## src/rtl/sram_controller.sv

```systemverilog
// -----------------------------------------------------------------------------
// sram_controller
//
// Bridges the MEM stage to an external 16-bit asynchronous SRAM. Each 32-bit
// word access is split into two halfword accesses (low half first, then high
// half), and each one is held on the SRAM pins for WAIT_CYCLES clocks. The
// ready output stays low until the word completes, so the pipeline's
// hazard/freeze logic stalls the MEM stage for the whole access.
//
// Ports
//   clk          clock, rising edge
//   rst          reset, asynchronous, active-high
//   rd_en        word read request from the MEM stage
//   wr_en        word write request (takes priority over rd_en)
//   address      byte address; BASE_ADDR maps to SRAM halfword 0
//   write_data   store data
//   read_data    last completed read word
//   ready        0 = freeze the pipeline
//   sram_addr    SRAM halfword address
//   sram_dq_out  data driven toward the SRAM
//   sram_dq_oe   1 = drive sram_dq_out onto the bus
//   sram_dq_in   data returned by the SRAM
//   sram_we_n    SRAM write enable, active-low
// -----------------------------------------------------------------------------
module sram_controller #(
    parameter int WORD_WIDTH  = 32,
    parameter int SRAM_ADDR_W = 18,
    parameter int BASE_ADDR   = 1024,
    parameter int WAIT_CYCLES = 2
) (
    input  logic                      clk,
    input  logic                      rst,
    input  logic                      rd_en,
    input  logic                      wr_en,
    input  logic [WORD_WIDTH-1:0]     address,
    input  logic [WORD_WIDTH-1:0]     write_data,
    output logic [WORD_WIDTH-1:0]     read_data,
    output logic                      ready,
    output logic [SRAM_ADDR_W-1:0]    sram_addr,
    output logic [WORD_WIDTH/2-1:0]   sram_dq_out,
    output logic                      sram_dq_oe,
    input  logic [WORD_WIDTH/2-1:0]   sram_dq_in,
    output logic                      sram_we_n
);

    localparam int SRAM_DATA_W = WORD_WIDTH / 2;
    localparam int IDX_W       = SRAM_ADDR_W - 1;
    localparam int CNT_W       = (WAIT_CYCLES > 1) ? $clog2(WAIT_CYCLES) : 1;

    typedef enum logic [1:0] {
        IDLE,
        LOW,
        HIGH,
        DONE
    } state_e;

    state_e                   state_q, state_d;
    logic [CNT_W-1:0]         cnt_q, cnt_d;
    logic                     is_write_q, is_write_d;
    logic [IDX_W-1:0]         idx_q, idx_d;
    logic [SRAM_DATA_W-1:0]   wdata_hi_q, wdata_hi_d;
    logic [SRAM_DATA_W-1:0]   rdata_lo_q, rdata_lo_d;
    logic [WORD_WIDTH-1:0]    rdata_q, rdata_d;
    logic [SRAM_ADDR_W-1:0]   addr_q, addr_d;
    logic [SRAM_DATA_W-1:0]   dq_q, dq_d;
    logic                     oe_q, oe_d;
    logic                     we_n_q, we_n_d;

    logic [WORD_WIDTH-1:0]    offset;
    logic [IDX_W-1:0]         idx_in;
    logic                     req;
    logic                     phase_last;
    logic                     unused_offset_bits;

    // Word index relative to the SRAM base; the byte offset inside the word
    // and the index bits above the SRAM size are dropped, so addresses wrap.
    assign offset             = address - WORD_WIDTH'(BASE_ADDR);
    assign idx_in             = offset[SRAM_ADDR_W:2];
    assign unused_offset_bits = ^{offset[1:0], offset[WORD_WIDTH-1:SRAM_ADDR_W+1]};

    assign req        = rd_en | wr_en;
    assign phase_last = (cnt_q == CNT_W'(WAIT_CYCLES - 1));

    always_comb begin
        // NOTE: every signal gets its hold value first so no path through the
        // case statement leaves one unassigned and infers a latch.
        state_d    = state_q;
        cnt_d      = cnt_q;
        is_write_d = is_write_q;
        idx_d      = idx_q;
        wdata_hi_d = wdata_hi_q;
        rdata_lo_d = rdata_lo_q;
        rdata_d    = rdata_q;
        addr_d     = addr_q;
        dq_d       = dq_q;
        oe_d       = oe_q;
        we_n_d     = we_n_q;
        ready      = 1'b0;

        unique case (state_q)
            IDLE: begin
                // Combinational drop so the pipeline freezes in the request cycle.
                ready = ~req;
                if (req) begin
                    state_d    = LOW;
                    cnt_d      = '0;
                    is_write_d = wr_en;
                    idx_d      = idx_in;
                    wdata_hi_d = write_data[WORD_WIDTH-1:SRAM_DATA_W];
                    // SRAM pins are registered, so the low-half access is set
                    // up from the live inputs at the request edge.
                    addr_d     = {idx_in, 1'b0};
                    dq_d       = wr_en ? write_data[SRAM_DATA_W-1:0] : '0;
                    oe_d       = wr_en;
                    we_n_d     = ~wr_en;
                end
            end
            LOW: begin
                if (phase_last) begin
                    state_d = HIGH;
                    cnt_d   = '0;
                    if (!is_write_q) begin
                        rdata_lo_d = sram_dq_in;
                    end
                    addr_d = {idx_q, 1'b1};
                    dq_d   = is_write_q ? wdata_hi_q : '0;
                end else begin
                    cnt_d = cnt_q + CNT_W'(1);
                end
            end
            HIGH: begin
                if (phase_last) begin
                    state_d = DONE;
                    cnt_d   = '0;
                    // The word is committed whole, so read_data never shows a
                    // half-updated value.
                    if (!is_write_q) begin
                        rdata_d = {sram_dq_in, rdata_lo_q};
                    end
                    oe_d   = 1'b0;
                    we_n_d = 1'b1;
                end else begin
                    cnt_d = cnt_q + CNT_W'(1);
                end
            end
            DONE: begin
                ready   = 1'b1;
                state_d = IDLE;
            end
            default: begin
                state_d = IDLE;
            end
        endcase
    end

    // NOTE: state registers use non-blocking assignments so every flop samples
    // the pre-edge values regardless of statement order.
    always_ff @(posedge clk or posedge rst) begin
        if (rst) begin
            state_q    <= IDLE;
            cnt_q      <= '0;
            is_write_q <= 1'b0;
            idx_q      <= '0;
            wdata_hi_q <= '0;
            rdata_lo_q <= '0;
            rdata_q    <= '0;
            addr_q     <= '0;
            dq_q       <= '0;
            oe_q       <= 1'b0;
            we_n_q     <= 1'b1;
        end else begin
            state_q    <= state_d;
            cnt_q      <= cnt_d;
            is_write_q <= is_write_d;
            idx_q      <= idx_d;
            wdata_hi_q <= wdata_hi_d;
            rdata_lo_q <= rdata_lo_d;
            rdata_q    <= rdata_d;
            addr_q     <= addr_d;
            dq_q       <= dq_d;
            oe_q       <= oe_d;
            we_n_q     <= we_n_d;
        end
    end

    assign read_data   = rdata_q;
    assign sram_addr   = addr_q;
    assign sram_dq_out = dq_q;
    assign sram_dq_oe  = oe_q;
    assign sram_we_n   = we_n_q;

endmodule
```

## config.mk

```make
export PLATFORM = sky130hd
export DESIGN_NAME = sram_controller
export DESIGN_NICKNAME = d
export VERILOG_FILES = /design/src/rtl/sram_controller.sv
export SDC_FILE = /design/constraint.sdc
export NUM_CORES = 1
export LEC_CHECK = 0
export CAP_MARGIN = 25
export CELL_PAD_IN_SITES_DETAIL_PLACEMENT = 1
export CELL_PAD_IN_SITES_GLOBAL_PLACEMENT = 1
export CORE_MARGIN = 3
export CORE_UTILIZATION = 37
export DETAILED_ROUTE_END_ITERATION = 12
export PLACE_DENSITY = 0.91
export SLEW_MARGIN = 20
export SYNTH_ARGS = -nofsm -noshare
export SYNTH_HDL_FRONTEND = slang
export SYNTH_SLANG_ARGS = --single-unit
```

## constraint.sdc

```tcl
create_clock -name clk -period 5 [get_ports clk]
set_input_delay 1 -clock clk [delete_from_list [all_inputs] [get_ports clk]]
set_output_delay 1 -clock clk [all_outputs]
set_load 0.01 [all_outputs]
```

**Word level (Yosys, flattened, before mapping)**

Cells that the tools add are included.

- Logic and storage cells: 57
- Memories kept: 0
- Bits in latches: 0
- Bits of input ports: 84
- Bits in writable memories: 0
- Register bits: 121
- Memory bits (read-only): 0
- Output and inout bits: 69

- Div/mod/pow operators: 0
- $mul: 0
- Bitwise gates (word level): 4
- Reductions and logical operators: 12
- Multiplexer cells: 22
- Eq/ne operators: 6
- Order comparisons: 0
- Shift operators: 0
- Add/sub/neg operators: 2

Operators by type and width:

| kind | count |
|---|---|
| 2-to-1 mux 16 bit | 4 |
| 2-to-1 mux 18 bit | 2 |
| case mux 18 bit (2 select lines) | 1 |
| case mux 16 bit (2 select lines) | 1 |
| subtractor 19 x 11 -> 19 bit, second input constant | 1 |
| AND reduction 3 bit | 5 |
| case mux 1 bit (2 select lines) | 4 |
| case mux 2 bit (4 select lines) | 1 |
| 2-to-1 mux 1 bit | 6 |
| 2-to-1 mux 2 bit | 3 |
| inequality test 2 bit, second input constant | 3 |
| nonzero test 2 bit | 3 |
| == test 2 bit, second input constant | 2 |
| AND reduction 2 bit | 2 |
| inverter 1 bit | 3 |
| == test 2 x 1 -> 1 bit, second input constant | 1 |
| logical NOT 2 bit | 1 |
| OR reduction 2 bit | 1 |
| adder 1 bit, second input constant | 1 |
| bitwise OR 1 bit | 1 |

**Depth between registers and ports, before layout**

- Depth after elaboration: 4
- Gate-level depth with buffers: 9
- Depth with buffers taken out: 6

**Worst setup path before layout**

OpenSTA, ideal clock, no wires.

- Kind: input-to-output
- From: input wr_en
- To: output ready
- Slack: 2.536 ns
- Data arrival time: 1.464 ns
- Stages on the path: 3
- Buffers on the path: 0
- Data required time: 4.000 ns
- Path through: nor3b_4 nor2_1 nor2_1

- Word-level cells in the longest chain between the ends: 3

RTL lines:

| what | line | text |
|---|---|---|
| from (decl) | 34 | `input logic wr_en,` |
| bitwise OR 1 bit | 81 | `assign req = rd_en \| wr_en;` |
| inverter 1 bit | 103 | `ready = ~req;` |
| case mux 1 bit (2 select lines) | 100 | `unique case (state_q)` |
| to (decl) | 38 | `output logic ready,` |

No other way between the ends.

**Worst setup path in the final report**

Same ends and word-level chain as after synthesis.

==> results.json <==
{
  "status": "finished clean",
  "synth_edf_count": 0,
  "synth_most_common_cell": "dfrtp_1",
  "h-tree-depth": 4,
  "worstSetupPathType": "in -> out",
  "cts_resized": 0,
  "nets": 628,
  "syn_inst": 399,
  "grt_pass1_wl_mm": 21.7,
  "cts_setup_buffers": 0,
  "hold_path.class": "reg -> reg",
  "grt-ovfl-total": 0,
  "p_leak_nw": 3.09,
  "syn_to_final_growth_pct": 41.8,
  "coreArea_um2": 13400,
  "synth.area.top_cells": "dfrtp_1 58%, mux2_2 16%, a221oi_2 4.1%",
  "synth-seq-cells": 121,
  "crit_fanout": 6,
  "crit_path_cell_trace": "clkdlybuf4s50_1 -> nor3b_4 -> nor2_1 -> nor2_1 -> clkdlybuf4s50_1",
  "fp.dieW_um": 124,
  "clk_latency_ns": 0.41,
  "num_rows": 42,
  "ir_worst_vdd_v": 0.000277,
  "layout_min_cycle_time_ns": 3.62,
  "drive_gt1_share_pct": 24.2,
  "drt-total-wl_mm": 13.9,
  "grt_max_degree": 60,
  "cts.sinks": 121,
  "drt_pass1_iterations": 3,
  "io_pins": 153,
  "synth_top_area_share_pct": 58.4,
  "ys_top_cells_by_count": "120 x dfrtp_1, 75 x mux2_2, 42 x nor2_1",
  "worstPathArrival_ns": 2.62,
  "yosysTopAreaCell": "dfrtp_1",
  "power_per_cell_area_nw_per_um2": 721,
  "path_buf_inv": 2,
  "floorplan.initialDensity_pct": 38.4,
  "cp.required_ns": 4.00,
  "slew_headroom_pct": 30.5,
  "timing.fmax_mhz": 276,
  "path_clk_slew_ns": 0.05,
  "fin_util_pct": 54.4,
  "synth_top_flop_cell": "dfrtp_1",
  "fin_tns_setup_ns": 0,
  "vias": 3657,
  "drc": 0,
  "finalSetupViolCount": 0,
  "critPathMaxStageDelay_ns": 0.55,
  "portBuffers": 137,
  "dp_hpwl_mm": 9.89,
  "start_kind": "input port",
  "crit_path_end_kind": "primary output",
  "rsz0062_at_grt": "no",
  "grt_antenna_before_repair": 0,
  "grt_pass1_vias": 4161,
  "syn-num-nets": 489,
  "ys_warn_count": 0,
  "wl_per_cell_um": 19.2,
  "slowest_stage": "clkdlybuf4s50_1",
  "synthArstFlopShare_pct": 100,
  "drtIter0Drc": 198,
  "drv_cap": 0,
  "finalHoldViolCount": 0,
  "cts_made_buffers": 17,
  "critPathTopFamily": "buffers and inverters",
  "syn_avg_cell_area_um2": 12.9,
  "antenna_left": 0,
  "routabilityCongestion": 0.757,
  "grt_use_total_pct": 18.7,
  "netlist_area_um2": 5140,
  "die_y_um": 124,
  "worst_pin_slew_ns": 1.04,
  "yosysSeqAreaShare_pct": 58.9,
  "avgViaCountPerCell": 5.04,
  "tritoncts": "built",
  "ctsLongestPathBuffers": 2,
  "timing.final.crit_share_pct": 72.5,
  "slew_viol_final": 0,
  "synth.distinct_cells": 39,
  "place_area_um2": 6680,
  "fin_worst_skew_ns": 0.00612,
  "antenna_cells": 0,
  "dieArea_um2": 15400,
  "cts_hold_buffers": 0,
  "fin_area_um2": 7300,
  "clockRootBuffer": "clkbuf_16"
}
## metal layers
metal / wire length (um) / part of all wire (%) / global-route usage [%] / vias to the layer above
met5: 0 / 0 / 0 / -
met4: 269 / 1.9 / 7.12 / 0
met3: 714 / 5.1 / 5.09 / 21
met2: 7290 / 52 / 33.5 / 109
met1: 5650 / 41 / 21.2 / 1847
li1: - / - / - / 1680
## registers in the layout (all words and copies together) (netlist names)
| signal | flops |
|---|---|
| read_data | 32 |
| sram_addr | 18 |
| idx_q | 17 |
| rdata_lo_q | 16 |
| sram_dq_out | 16 |
| wdata_hi_q | 16 |
| state_q | 2 |
| cnt_q | 1 |
| is_write_q | 1 |
| sram_dq_oe | 1 |
| sram_we_n | 1 |
## area by class of cell
class | count | area (um^2)
repair buffers | 144 | 1440
multi-input cells | 247 | 1950
clock inverters | 9 | 145
inverters | 7 | 28.8
clock buffers | 22 | 474
flip-flops and latches | 121 | 3030
well taps | 176 | 220
fillers | 1341 | 6100
## through the flow
stage               power, mW  setup slack, ns  cells  hold WS (ns)
detailed placement       4.01             1.37    695         0.470
global route             5.61             1.26    726         0.515
floorplan                3.06            0.787    399         0.449
CTS                      5.33             1.36    726         0.483
finish                   5.26             1.38    726         0.476
global placement         3.83             1.40    694         0.462
## cell usage in the layout, fill, tap and decap left out, types with 2 or more instances in the layout
| cell | count |
|---|---|
| a21oi_1 | 5 |
| a221oi_1 | 2 |
| a221oi_2 | 14 |
| a32oi_1 | 2 |
| and2_1 | 2 |
| buf_4 | 6 |
| bufinv_16 | 4 |
| clkbuf_1 | 2 |
| clkbuf_16 | 17 |
| clkbuf_8 | 3 |
| clkdlybuf4s50_1 | 137 |
| clkinv_2 | 5 |
| dfrtp_1 | 120 |
| ha_1 | 6 |
| inv_1 | 6 |
| mux2_2 | 75 |
| mux2i_1 | 9 |
| nand2_1 | 32 |
| nand3_1 | 2 |
| nand3b_1 | 2 |
| nor2_1 | 42 |
| nor2b_1 | 2 |
| nor3_1 | 2 |
| o211ai_1 | 2 |
| o21a_1 | 2 |
| o21ai_0 | 25 |
| o21ai_1 | 2 |
| xnor2_1 | 5 |
| xor2_1 | 2 |
## power breakdown
group | switching [mW] | internal, mW | leakage (nW)
Combinational | 1.03 | 1.15 | 1.34
Sequential | 0.304 | 1.50 | 1.44
Clock | 0.410 | 0.866 | 0.310
## worst paths after layout
path / slack (ns) / cells past startpoint / startpoint / end
worst max-delay path: 1.38 / 5 / wr_en / ready
worst min-delay path: 0.48 / 2 / idx_q[14] / idx_q[14]
worst max register to register: 2.46 / 6 / state_q[0] / sram_dq_out[0]
worst min register to register: 0.48 / 2 / idx_q[14] / idx_q[14]
max in group asynchronous: 3.12 / 4 / rst / read_data[18]
min in group asynchronous: 0.96 / 2 / rst / sram_dq_out[11]
## worst reg2reg max path, delay by kind of cell (launching register included)
family	cells	cell delay, ns
AOI/OAI and AO/OA	1	0.41
buffers and inverters	1	0.10
DFF	1	0.38
adders and majority gates	1	0.32
and+or+nand+nor	3	1.20
## kinds of logic after synthesis
group	count (synthesis)	share of synthesized area, %
buffers and inverters	31	3.43
flip-flops	121	58.9
multiplexers	84	18.2
XOR/XNOR	7	1.19
AND/OR/NAND/NOR	93	7.93
AO/OA/AOI/OAI	57	8.93
adder cells (fa/ha/maj)	6	1.46
Power figures use the tool's default switching activity.
